File: config.mk
export PLATFORM = sky130hd
export DESIGN_NAME = mux_scan_sequencer
export DESIGN_NICKNAME = d
export VERILOG_FILES = /design/src/rtl/mux_scan_pkg.sv /design/src/rtl/mux_scan_settle_timer.sv /design/src/rtl/mux_scan_sequencer.sv
export SDC_FILE = /design/constraint.sdc
export NUM_CORES = 1
export LEC_CHECK = 0
export ABC_CLOCK_PERIOD_IN_PS = 2120
export BUFFER_PORTS_ARGS = -buffer_cell sky130_fd_sc_hd__buf_2
export CORE_MARGIN = 8
export CORE_UTILIZATION = 45
export CTS_CLUSTER_SIZE = 25
export DETAILED_ROUTE_END_ITERATION = 6
export GPL_TIMING_DRIVEN = 0
export PLACE_DENSITY = 0.76
export SETUP_SLACK_MARGIN = 0.15
export SLEW_MARGIN = 5
export SYNTH_ARGS = -nofsm -noshare
export SYNTH_HDL_FRONTEND = slang
export SYNTH_SLANG_ARGS = --single-unit
export TNS_END_PERCENT = 100
File: constraint.sdc
create_clock -name clk -period 2.12 [get_ports clk]
set_clock_uncertainty 0.2 [all_clocks]
set_input_delay 0.106 -clock clk [delete_from_list [all_inputs] [get_ports clk]]
set_output_delay 0.106 -clock clk [all_outputs]
set_load 0.05 [all_outputs]
File: src/rtl/mux_scan_pkg.sv
// Shared types and helpers for the mux scan sequencer.
package mux_scan_pkg;

  typedef enum logic [1:0] {
    IDLE,
    SETTLE,
    SAMPLE,
    DONE
  } scan_state_t;

  localparam int SETTLE_W = 4;

  // A single-code select bus still needs one wire.
  function automatic int sel_width(input int n);
    return (n <= 2) ? 1 : $clog2(n);
  endfunction

endpackage

File: src/rtl/mux_scan_settle_timer.sv
// Settle-window down-counter: reloads while load is high, otherwise counts to zero.
module mux_scan_settle_timer
  import mux_scan_pkg::*;
(
  input  logic                clk,
  input  logic                rst,
  input  logic                load,
  input  logic [SETTLE_W-1:0] value,
  output logic                expired
);

  logic [SETTLE_W-1:0] cnt;

  always_ff @(posedge clk or posedge rst) begin
    if (rst) begin
      cnt <= '0;
    end else if (load) begin
      cnt <= value;
    end else if (cnt != '0) begin
      cnt <= cnt - SETTLE_W'(1);
    end
  end

  assign expired = (cnt == '0);

endmodule

File: src/rtl/mux_scan_sequencer.sv
// Walks the data-select stage through every code and packs the samples into one word.
// Optional complement check of mux_in_n enabled by MUX_SCAN_COMPLEMENT_CHECK_EN.
module mux_scan_sequencer
  import mux_scan_pkg::*;
#(
  parameter int NUM_SEL    = 8,
  parameter int SEL_W      = sel_width(NUM_SEL),
  parameter int SETTLE_CYC = 2
) (
  input  logic               clk,
  input  logic               rst,
  input  logic               start_valid,
  output logic               start_ready,
  output logic [SEL_W-1:0]   sel,
  output logic               mux_dis,
  input  logic               mux_in,
  input  logic               mux_in_n,
  output logic               word_valid,
  input  logic               word_ready,
  output logic [NUM_SEL-1:0] word_data,
  output logic               word_err
);

  // Handshakes: a transfer happens on a rising edge where valid and ready are both high.
  localparam logic [SEL_W-1:0]    LAST_SEL    = SEL_W'(NUM_SEL - 1);
  localparam logic [SETTLE_W-1:0] SETTLE_LOAD = (SETTLE_CYC == 0) ? '0 : SETTLE_W'(SETTLE_CYC - 1);
  localparam scan_state_t         CODE_ENTRY  = (SETTLE_CYC == 0) ? SAMPLE : SETTLE;

  scan_state_t state;
  logic        settle_done;

  mux_scan_settle_timer u_settle_timer (
    .clk     (clk),
    .rst     (rst),
    .load    (state != SETTLE),
    .value   (SETTLE_LOAD),
    .expired (settle_done)
  );

  // Gated by rst so the port reads low while reset is held.
  assign start_ready = (state == IDLE) && !rst;

`ifndef MUX_SCAN_COMPLEMENT_CHECK_EN
  logic unused_mux_in_n;
  assign unused_mux_in_n = mux_in_n;
`endif

  always_ff @(posedge clk or posedge rst) begin
    if (rst) begin
      state      <= IDLE;
      sel        <= '0;
      mux_dis    <= 1'b1;
      word_valid <= 1'b0;
      word_data  <= '0;
      word_err   <= 1'b0;
    end else begin
      case (state)
        IDLE: begin
          if (start_valid && start_ready) begin
            state     <= CODE_ENTRY;
            mux_dis   <= 1'b0;
            sel       <= '0;
            word_data <= '0;
            word_err  <= 1'b0;
          end
        end
        SETTLE: begin
          if (settle_done) begin
            state <= SAMPLE;
          end
        end
        SAMPLE: begin
          word_data[sel] <= mux_in;
`ifdef MUX_SCAN_COMPLEMENT_CHECK_EN
          if (mux_in_n == mux_in) begin
            word_err <= 1'b1;
          end
`endif
          if (sel == LAST_SEL) begin
            state      <= DONE;
            mux_dis    <= 1'b1;
            sel        <= '0;
            word_valid <= 1'b1;
          end else begin
            sel   <= sel + SEL_W'(1);
            state <= CODE_ENTRY;
          end
        end
        DONE: begin
          if (word_ready) begin
            state      <= IDLE;
            word_valid <= 1'b0;
          end
        end
        default: state <= IDLE;
      endcase
    end
  end

endmodule

==> results of run 1 <==
==> worst paths after layout <==
check,from,end,slack (ns),cells after the start
setup / recovery,state[0]$_DFFE_PP0P_,start_ready,0.44,3
hold / removal,start_valid,mux_dis$_DFFE_PP1P_,0.03,4
setup reg to reg,u_settle_timer.cnt[0]$_DFFE_PP0P_,state[0]$_DFFE_PP0P_,0.45,5
hold reg to reg,mux_dis$_DFFE_PP1P_,mux_dis$_DFFE_PP1P_,0.29,2
max in group asynchronous,rst,u_settle_timer.cnt[3]$_DFFE_PP0P_,0.96,3
min in group asynchronous,rst,sel[1]$_DFFE_PP0P_,0.30,3
==> registers in the layout (all words and copies together) (netlist names) <==
signal	flops
mux_dis	1
state	2
u_settle_timer.cnt	4
sel	3
word_data	8
word_valid	1
==> per-stage QoR <==
stage	cells	util [%]	total power [mW]	cell area, um^2	setup WS, ns
after floorplan	110	-	1.47	1070	0.400
after global placement	156	53.7	1.67	1200	0.522
after detailed placement	156	53.7	1.70	1200	0.462
after CTS	162	55.8	1.89	1250	0.414
after global routing	162	55.8	2.03	1250	0.330
final	162	55.8	1.88	1250	0.437
==> logic make-up (layout without fill, tap and decap cells) <==
| kind of cell | Yosys count | after routing |
|---|---|---|
| multiplexers | 2 | 2 |
| adder cells (fa/ha/maj) | 4 | 4 |
| buffers and inverters | 20 | 44 |
| AND/OR/NAND/NOR | 33 | 33 |
| other | 1 | 1 |
| flip-flops | 19 | 19 |
| XOR/XNOR | 2 | 2 |
| AO/OA/AOI/OAI | 29 | 29 |
==> final cells by class <==
class,count,area [um^2]
fillers,199,987
multi-input cells,71,500
flip-flops and latches,19,477
repair buffers,20,110
plain buffers,7,48.8
inverters,13,48.8
well taps,28,35.0
clock buffers,4,26.3
==> worst min-delay path, stage by stage <==
cell and delay (ns):
buf_2 0.08, nand2b_1 0.12, o21ai_0 0.17, nand2_1 0.05
==> cells in the mapped netlist <==
master    count
dfrtp_1      18
inv_1        13
o21ai_0      10
a32oi_1       8
nand2_1       6
nor2b_1       5
ha_1          4
nor3_1        4
buf_2         3
nand3b_1      3
nor2_1        3
o21ai_1       3
or3b_1        3
a21oi_1       2
a22o_1        2
buf_6         2
nand3_1       2
xnor2_1       2
a211oi_1      1
a21o_1        1
a21oi_2       1
a22o_2        1
and2_2        1
and2b_1       1
and4b_1       1
and4bb_1      1
buf_4         1
clkbuf_1      1
conb_1        1
dfstp_2       1
mux2_2        1
mux2i_1       1
nand2b_1      1
nor3b_2       1
or3_1         1
==> power by group through the flow <==
stage	Sequential, mW	Combinational [mW]	Clock [mW]
after global routing	0.658	1.17	0.200
after detailed placement	0.642	1.06	0
final	0.635	1.06	0.182
after global placement	0.634	1.04	0
after CTS	0.636	1.07	0.190
after floorplan	0.934	0.537	0
==> per-layer routing <==
layer	track usage (%)	vias up	share of wire (%)
met3	4.98	0	8.1
met5	0	-	0
met1	14.5	415	48
met4	2.18	0	0
li1	-	433	-
met2	17.6	27	44
==> what timing repair did <==
| item | in CTS | in global routing |
|---|---|---|
| hold buffers | 2 | 0 |
| setup endpoints to repair | 0 | 0 |
| buffers inserted | 0 | 0 |
| endpoints found under the hold margin | 21 | 0 |
==> key figures, run 1 <==
Status
  – Status: finished, final reports clean

Yosys
  – Synthesized cell area: 0.00107 mm^2
  – Post-synth top area share: roughly 42%
  – Mapped Cells: 110
  – Adder-cell share of the synthesized area: 4.68%
  – Yosys warns: 0
  – Avg Synthesized Cell Area: 9.73 um^2
  – Synth Area in XOR/XNOR: roughly 1.6%
  – Sequential share of the synthesized area: 44.6%
  – Post-synth net total: 120
  – Synth Area in Simple Gates: 19.3%
  – Distinct cell type count after synthesis: 35
  – Main combinational cell family by area after synthesis: simple AND/OR/NAND/NOR gates
  – Area contributors post-synth: dfrtp_1 42%, a32oi_1 6.5%, ha_1 4.7%
  – Multiplexer share of the synthesized area: 1.99%
  – Area leader, netlist: dfrtp_1
  – Synthesis-stage register bit count: 19
  – Compound-gate portion of the synthesized area: 18.4%

Power
  – Pwr Density: 1510 mW/mm^2
  – LEAKAGE: 0.600 nW
  – Switching fraction of total power: 50.6%
  – Clk pwr share: 9.7%
  – Net switching power figure: roughly 0.95 mW
  – Max rail drop VDD: 0.843 mV
  – Internal power: 0.927 mW
  – Sequential power share: 33.8%
  – Combinational power share: 56.5%

Die
  – Core Region: 0.00223 mm^2
  – Initial Util: approximately 48%
  – Std-Cell Rows: 17
  – Die width: approximately 65 um
  – I/O pin cnt: 21
  – Die height: 64.8 um
  – Total die area: between 0.004 and 0.005 mm^2

Global route
  – Initial antenna violation count: 0
  – GRT Total Usage: 11.4%
  – Vias in the first global route: a little under 900
  – First-pass GRT wire length: between 3000 and 4000 um
  – Pin count of the biggest net entering global routing: 20
  – GR Overflow Total: 0

Route
  – Via-to-Cell Ratio: around 5.4
  – Drt initial violations: 39
  – Remaining antenna violation count: 0
  – Total wire length: 2220 um
  – Routed len/inst: ~14 um
  – TritonRoute pass-1 iters: 4
  – Vias: 875
  – DRC violations left: 0

Clock network
  – Root buf cell: clkbuf_4
  – TritonCTS buffer count: 3
  – Cts repair resizes: 0
  – Clock transition at the registers of the reported paths: 0.10 ns
  – Clk Latency, worst-skew pair: 0.29 ns
  – Clock Path Buffers: 2
  – CTS tree: built
  – CTS sink count: 19
  – Depth of the CTS H-tree: 1

STA
  – Setup TNS: 0 ns
  – Slew HR: 50.9%
  – Hold Violations, Final: 0
  – Endpoints failing setup: 0
  – Tmin final: around 1.7 ns
  – Worst-Margin Slew: 0.736 ns
  – Max frequency: 0.594 GHz
  – Hold Slack: 0.0264 ns
  – RSZ-0062 raised after global routing: false
  – Final slew viol count: 0
  – Final period utilization: 79.4%

Setup path
  – Startpoint class of the critical path: register
  – Crit-path cells: buf_2, nor3_2, buf_2
  – Slowest CP cell: dfrtp_1
  – CP top delay family: buffers and inverters
  – Critical path class: register to output port
  – Largest stage delay, worst path: 0.45 ns
  – Req. time, crit path: around 1.8 ns
  – WP buf/inv: 2
  – Setup crit end kind: output port
  – Cell mode on critical path: buf_2
  – Crit-path max FO: 10
  – CP Data Arrival Time: between 1 and 1.5 ns

Final layout
  – Fraction of layout cells with a size suffix above 1: between 20% and 30%
  – Most frequent cells in the layout: 21 x buf_2, 18 x dfrtp_1, 13 x inv_1, 10 x o21ai_0, 8 x a32oi_1
  – Layout Area Growth over Synthesis: 16.5%
  – Commonest non-fill, non-tap cell in the layout: buf_2
  – Layout Nets: 145
  – Diodes inserted: 0

Flow run
  – Maxcap violations: 0

Placement
  – IO buf count: 18
  – Post-DP HPWL: 1600 um
  – RePlAce Congestion: 0.782

Worst hold path
  – Min-delay worst type: input port to register
(Power assumes the default switching activity.)
==> run 2: changes to the inputs <==
- ABC_AREA: unset -> 1
- ABC_CLOCK_PERIOD_IN_PS: 2120 -> 1600
- clock period: 2.12 -> 1.6 ns (I/O delays scaled with it)
==> run 2 against run 1 <==
  * The run now ends with negative hold slack left
  * Clock power rose by 30%
  * Design area increased by 4.3%
  * Final cell count grew 15%
  * Clock-buffer cell count fell by 1
  * Combinational power rose by 12%
  * Total power up 16%
  * Synthesized area decreased by 3.3%
  * Global-route usage rose by 0.16 points
  * Critical path depth increased by 4
  * Die area down 2.5%
  * Largest cell class unchanged
==> key figures, run 2 <==
Status
  – Status: finished with violations
  – Failing checks: negative hold slack

Route
  – TritonRoute pass-1 iters: 6 (+2)
  – Vias: 926 (+5.8%)
  – Drt initial violations: 42 (+7.7%)
  – Remaining antenna violation count: 0 (unchanged)
  – Routed len/inst: 12.2 um (-11%)
  – Total wire length: 2270 um (+2.3%)
  – DRC violations left: 0 (unchanged)
  – Via-to-Cell Ratio: 4.98 (-7.8%)

Final layout
  – Final core occ: 59.3% (+3.5 points)
  – Commonest non-fill, non-tap cell in the layout: nand2_1
  – Max FFs per register: 8 (unchanged)
  – Diodes inserted: 0 (unchanged)
  – Fraction of layout cells with a size suffix above 1: 33.5% (+8.2 points)
  – Layout Area Growth over Synthesis: 25.6%
  – Biggest registers after layout: word_data x8, u_settle_timer.cnt x4, sel x3
  – Final-layout fill cell count: 206 (+3.5%)
  – Most frequent cells in the layout: 43 x nand2_1, 19 x buf_2, 13 x dfrtp_1, 11 x nand3_1, 10 x nand4_1
  – Layout Nets: 169 (+17%)
  – Largest Register: word_data

Yosys
  – Distinct cell type count after synthesis: 23 (-34%)
  – Most instantiated cells after synthesis: 44 x nand2_1, 18 x dfrtp_1, 12 x nand3_1
  – Area leader, netlist: dfrtp_1
  – Post-synth net total: 140 (+17%)
  – Sequential share of the synthesized area: 46.1% (+1.5 points)
  – Synth async-reset ratio: 100% (unchanged)
  – Count leader, synth: nand2_1
  – EDFF count, synth: 0 (unchanged)
  – Main synth FF type: dfrtp_1
  – Mapped Cells: 130 (+18%)
  – Synthesis-stage register bit count: 19 (unchanged)
  – Yosys warns: 0 (unchanged)
  – Area contributors post-synth: dfrtp_1 44%, nand2_1 16%, nand4_1 6.0%
  – Avg Synthesized Cell Area: 7.96 um^2 (-18%)
  – Synthesized cell area: 0.00103 mm^2 (-3.3%)
  – Post-synth top area share: 43.5% (+1.4 points)

STA
  – Tmin final: 1.44 ns
  – Hold Violations, Final: 19 (+19)
  – Hold Slack: -0.390 ns (-0.416 ns)
  – Final slew viol count: 0 (unchanged)
  – Final period utilization: 89.8%
  – Endpoints failing setup: 0 (unchanged)
  – Setup TNS: 0 ns (unchanged)
  – Max frequency: ~0.70 GHz
  – Final worst setup slack: 0.163 ns (-0.274 ns)
  – RSZ-0062 raised after global routing: true

Setup path
  – Startpoint class of the critical path: register
  – CP Data Arrival Time: 1.44 ns (+0.06 ns)
  – Setup crit end kind: register
  – RR Startpoint: state[1]$_DFFE_PP0P_
  – CP startpoint: state[1]$_DFFE_PP0P_
  – Req. time, crit path: 1.60 ns (-0.21 ns)
  – Worst reg2reg path depth: 7 (+2)
  – Critical path class: register to register
  – Crit-path max FO: 5 (-5)
  – Reg2reg setup slack: 0.16 ns (-0.29 ns)

Clock network
  – Root buf cell: clkbuf_4
  – CTS sink count: 19 (unchanged)
  – TritonCTS buffer count: 3 (unchanged)
  – Clock Path Buffers: 2 (unchanged)
  – CTS tree: built
  – Depth of the CTS H-tree: 1 (unchanged)
  – Clock transition at the registers of the reported paths: 0.11 ns (about the same)
  – Cts hold-fix bufs: 3 (+1)
  – Clk Latency, worst-skew pair: 0.29 ns (about the same)

Die
  – Core Region: 0.00219 mm^2 (-1.9%)
  – Total die area: 0.00409 mm^2 (-2.5%)
  – Die width: 64.0 um (-1.2%)
  – Die height: 64.0 um (-1.2%)
  – Std-Cell Rows: 17 (unchanged)
  – I/O pin cnt: 21 (unchanged)
  – Initial Util: 47.2% (-0.67 points)

Power
  – Pwr Density: 1680 mW/mm^2 (+11%)
  – Max rail drop VDD: 0.817 mV (-3.0%)
  – LEAKAGE: 0.690 nW (+15%)

Global route
  – First-pass GRT wire length: 3960 um (+0.69%)
  – GRT Total Usage: 11.6% (+0.16 points)
  – Vias in the first global route: 935 (+7.2%)
  – Initial antenna violation count: 0 (unchanged)
  – GR Overflow Total: 0 (unchanged)
  – Pin count of the biggest net entering global routing: 21 (+5.0%)

Placement
  – Post-DP HPWL: 1590 um (-0.29%)
  – IO buf count: 18 (unchanged)
  – RePlAce Congestion: 0.789 (+0.96%)
  – Worst slack, placed: -0.179 ns (-0.641 ns)

Worst hold path
  – Min-delay worst type: input port to async pin

Flow run
  – Maxcap violations: 0 (unchanged)
run 2: cell types whose count changed after synthesis, moves of 3 or more:
| cell | delta |
|---|---|
| a32oi_1 | -8 |
| inv_1 | -3 |
| inv_2 | +3 |
| nand2_1 | +38 |
| nand3_1 | +10 |
| nand3b_1 | -3 |
| nand4_1 | +10 |
| nor2_1 | +3 |
| nor2b_1 | -5 |
| nor3_1 | -3 |
| o21ai_0 | -7 |
| or3b_1 | -3 |
run 2: where the power goes:
part	switching (mW)	internal (mW)
clock network	0.144	0.0930
logic	0.804	0.385
registers	0.130	0.623
run 2: routing by layer:
| metal | up-vias | part of all wire [%] | track usage [%] | routed length [um] |
|---|---|---|---|---|
| met5 | - | 0 | 0 | 0 |
| met4 | 0 | 0.53 | 5.29 | 12 |
| met3 | 2 | 3.9 | 3.31 | 88 |
| met2 | 13 | 51 | 19.6 | 1150 |
| met1 | 438 | 45 | 13.1 | 1020 |
| li1 | 473 | - | - | - |
run 2: cells by family after synthesis:
family	Yosys count	share of synthesized area, %
buf+inv	20	9.67
fa+ha+maj	4	4.84
xor+xnor	2	1.69
simple gates	77	33.7
compound gates	7	3.63
flops	19	46.1
other cells	1	0.362
run 2: critical path, cell delays in order, from the launching register on:
cell and delay [ns]:
dfrtp_2 0.48, nor2_4 0.13, nand3_2 0.11, nand2_2 0.13, buf_4 0.14, nand2_1 0.05
nand2_1 0.05, nand2_1 0.04
run 2: final cells by class:
type                            instances  area, um^2  share of cell area, %
Clock inverter                          1        5.00                  0.385
Tap cell                               28        35.0                   2.69
Clock buffer                            3        22.5                   1.73
Multi-Input combinational cell         91         494                   38.0
Sequential cell                        19         483                   37.2
Inverter                               14        60.1                   4.62
Buffer                                  6        47.5                   3.66
Timing Repair Buffer                   24         153                   11.7
run 2: per-stage QoR:
stage	cells	hold slack, ns	instance area (um^2)	power (mW)
5_1_grt	186	-0.360	1300	2.38
6_report	186	-0.390	1300	2.18
3_3_place_gp	176	0.0696	1170	1.79
3_5_place_dp	176	0.0867	1170	1.82
4_1_cts	184	-0.256	1240	2.10
2_1_floorplan	130	-0.154	1050	1.60
run 2: path summary, 6_finish.rpt:
kind	end
setup / recovery	word_data[5]$_DFFE_PP0P_
hold / removal	u_settle_timer.cnt[0]$_DFFE_PP0P_
setup reg to reg	word_data[5]$_DFFE_PP0P_
hold reg to reg	mux_dis$_DFFE_PP1P_
max in group asynchronous	mux_dis$_DFFE_PP1P_
min in group clk	state[1]$_DFFE_PP0P_
run 2: timing repair:
item | in CTS | in global routing
gates resized for setup | 2 | 14
setup buffers | 1 | 1
endpoints found under the hold margin | 30 | 19
setup endpoints to repair | 8 | 16
cloned | 0 | 1
pin swaps | 0 | 3
==> run 3: changes to the inputs <==
- GPL_TIMING_DRIVEN: 0 -> unset
- PLACE_DENSITY: 0.76 -> 0.67
==> run 3 against run 2 <==
  * The run now ends clean
  * Clock power grew 3%
  * Fmax grew 0.97%
  * Largest power group unchanged
  * Critical path depth is the same
==> key figures, run 3 (synthesized netlist as in run 2, its figures left out) <==
Setup path
  – Req. time, crit path: 1.59 ns (about the same)
  – Critical R2R Capture: word_data[3]$_DFFE_PP0P_
  – Worst reg2reg path depth: 7 (unchanged)
  – Startpoint class of the critical path: register
  – Reg2reg setup slack: 0.18 ns (about the same)
  – Crit-path max FO: 11 (+6)
  – CP Data Arrival Time: 1.42 ns (-0.02 ns)
  – Setup crit end kind: register
  – RR Startpoint: state[1]$_DFFE_PP0P_
  – Critical path class: register to register

Clock network
  – CTS sink count: 19 (unchanged)
  – Clk Latency, worst-skew pair: 0.30 ns (about the same)
  – Clock Path Buffers: 2 (unchanged)
  – Root buf cell: clkbuf_4
  – CTS tree: built
  – Depth of the CTS H-tree: 1 (unchanged)
  – Clock transition at the registers of the reported paths: 0.11 ns (about the same)
  – TritonCTS buffer count: 3 (unchanged)

Die
  – Initial Util: 47.2% (unchanged)
  – I/O pin cnt: 21 (unchanged)
  – Die width: 64.0 um (unchanged)
  – Core Region: 0.00219 mm^2 (unchanged)
  – Die height: 64.0 um (unchanged)
  – Std-Cell Rows: 17 (unchanged)
  – Total die area: 0.00409 mm^2 (unchanged)

STA
  – Final worst setup slack: 0.177 ns (+0.0138 ns)
  – Endpoints failing setup: 0 (unchanged)
  – Final period utilization: 89.0% (-0.86 points)
  – Max frequency: 0.702 GHz (+0.97%)
  – Final slew viol count: 0 (unchanged)
  – Tmin final: 1.42 ns (-0.0138 ns)
  – Hold Violations, Final: 0 (-19)
  – Hold Slack: 0.216 ns (+0.605 ns)
  – RSZ-0062 raised after global routing: true
  – Setup TNS: 0 ns (unchanged)

Route
  – Vias: 903 (-2.5%)
  – Drt initial violations: 34 (-19%)
  – Total wire length: 2240 um (-1.4%)
  – TritonRoute pass-1 iters: 4 (-2)
  – Via-to-Cell Ratio: 4.96 (-0.34%)
  – Routed len/inst: 12.3 um (+0.80%)
  – Remaining antenna violation count: 0 (unchanged)
  – DRC violations left: 0 (unchanged)

Final layout
  – Most frequent cells in the layout: 42 x nand2_1, 16 x buf_2, 13 x dfrtp_1, 12 x nand3_1, 10 x nand4_1
  – Layout Area Growth over Synthesis: 20.6%
  – Final-layout fill cell count: 205 (-0.49%)
  – Fraction of layout cells with a size suffix above 1: 27.9% (-5.6 points)
  – Largest Register: word_data
  – Commonest non-fill, non-tap cell in the layout: nand2_1
  – Layout Nets: 165 (-2.4%)
  – Diodes inserted: 0 (unchanged)
  – Register area: 483 um^2 (unchanged)
  – Max FFs per register: 8 (unchanged)
  – Biggest registers after layout: word_data x8, u_settle_timer.cnt x4, sel x3
  – Area taken by multi-input logic gates: 482 um^2 (-2.5%)

Power
  – Pwr Density: 1690 mW/mm^2 (+0.81%)
  – Max rail drop VDD: 0.794 mV (-2.9%)
  – LEAKAGE: 0.665 nW (-3.6%)
  – Final Power: 2.11 mW (-3.3%)

Global route
  – GRT Total Usage: 11.0% (-0.54 points)
  – Vias in the first global route: 837 (-10%)
  – Pin count of the biggest net entering global routing: 20 (-4.8%)
  – Initial antenna violation count: 0 (unchanged)
  – GR Overflow Total: 0 (unchanged)
  – First-pass GRT wire length: 3710 um (-6.4%)

Placement
  – Worst slack, placed: 0.158 ns (+0.337 ns)
  – Post-DP HPWL: 1580 um (-0.65%)
  – IO buf count: 18 (unchanged)
  – RePlAce Congestion: 0.775 (-1.8%)

Status
  – Status: finished, final reports clean

Worst hold path
  – Min-delay worst type: input port to async pin

Flow run
  – Maxcap violations: 0 (unchanged)
==> run 3: metal layers <==
metal / track usage [%] / vias to the layer above / part of all wire [%] / routed length (um)
met5: 0 / - / 0 / 0
met4: 5.85 / 0 / 2.0 / 44
met3: 3.31 / 5 / 3.1 / 70
met2: 17.9 / 15 / 48 / 1080
met1: 12.7 / 417 / 47 / 1050
li1: - / 466 / - / -
==> run 3: worst max path at each step <==
stage	start	end	slack (ns)	depth (start not counted)
after floorplan	sel[0]$_DFFE_PP0P_	state[1]$_DFFE_PP0P_	0.11	6
after global placement	state[1]$_DFFE_PP0P_	word_data[3]$_DFFE_PP0P_	0.18	6
after detailed placement	state[1]$_DFFE_PP0P_	word_data[0]$_DFFE_PP0P_	0.16	6
after CTS	state[1]$_DFFE_PP0P_	start_ready	0.16	2
after global routing	state[0]$_DFFE_PP0P_	word_data[0]$_DFFE_PP0P_	0.11	6
final	state[1]$_DFFE_PP0P_	word_data[3]$_DFFE_PP0P_	0.18	7
==> run 3: critical path, cell delays in order, from the launching register on <==
cell and delay [ns]:
dfrtp_2 0.45, buf_4 0.16, nand2_2 0.15, inv_2 0.12, nand2_1 0.09, nand2_1 0.05
nand2_1 0.05, nand2_1 0.05
==> run 3: layout make-up <==
cell class	instances	share of cell area [%]
Sequential cell	19	38.7
Timing Repair Buffer	26	13.5
Multi-Input combinational cell	91	38.6
Clock buffer	4	2.11
Inverter	14	4.21
Tap cell	28	2.81
==> run 3: through the flow <==
stage	instances	cell area (um^2)	utilization (%)
3_5_place_dp	173	1150	52.3
6_report	182	1250	56.9
3_3_place_gp	173	1150	52.3
4_1_cts	182	1230	56.0
2_1_floorplan	130	1050	-
5_1_grt	182	1250	56.9
==> run 3: power by group <==
group / internal [mW] / total [mW] / switching, mW
combinational: 0.337 / 1.12 / 0.785
clock: 0.0972 / 0.243 / 0.146
sequential: 0.623 / 0.743 / 0.120
==> run 3: repair_timing <==
action                     4_1_cts  5_1_grt
hold buffers                     4        0
pin swaps                        0        2
setup endpoints to repair        4       14
buffers inserted                 1        0
gates resized for setup          3        6
hold endpoints to repair        31        0
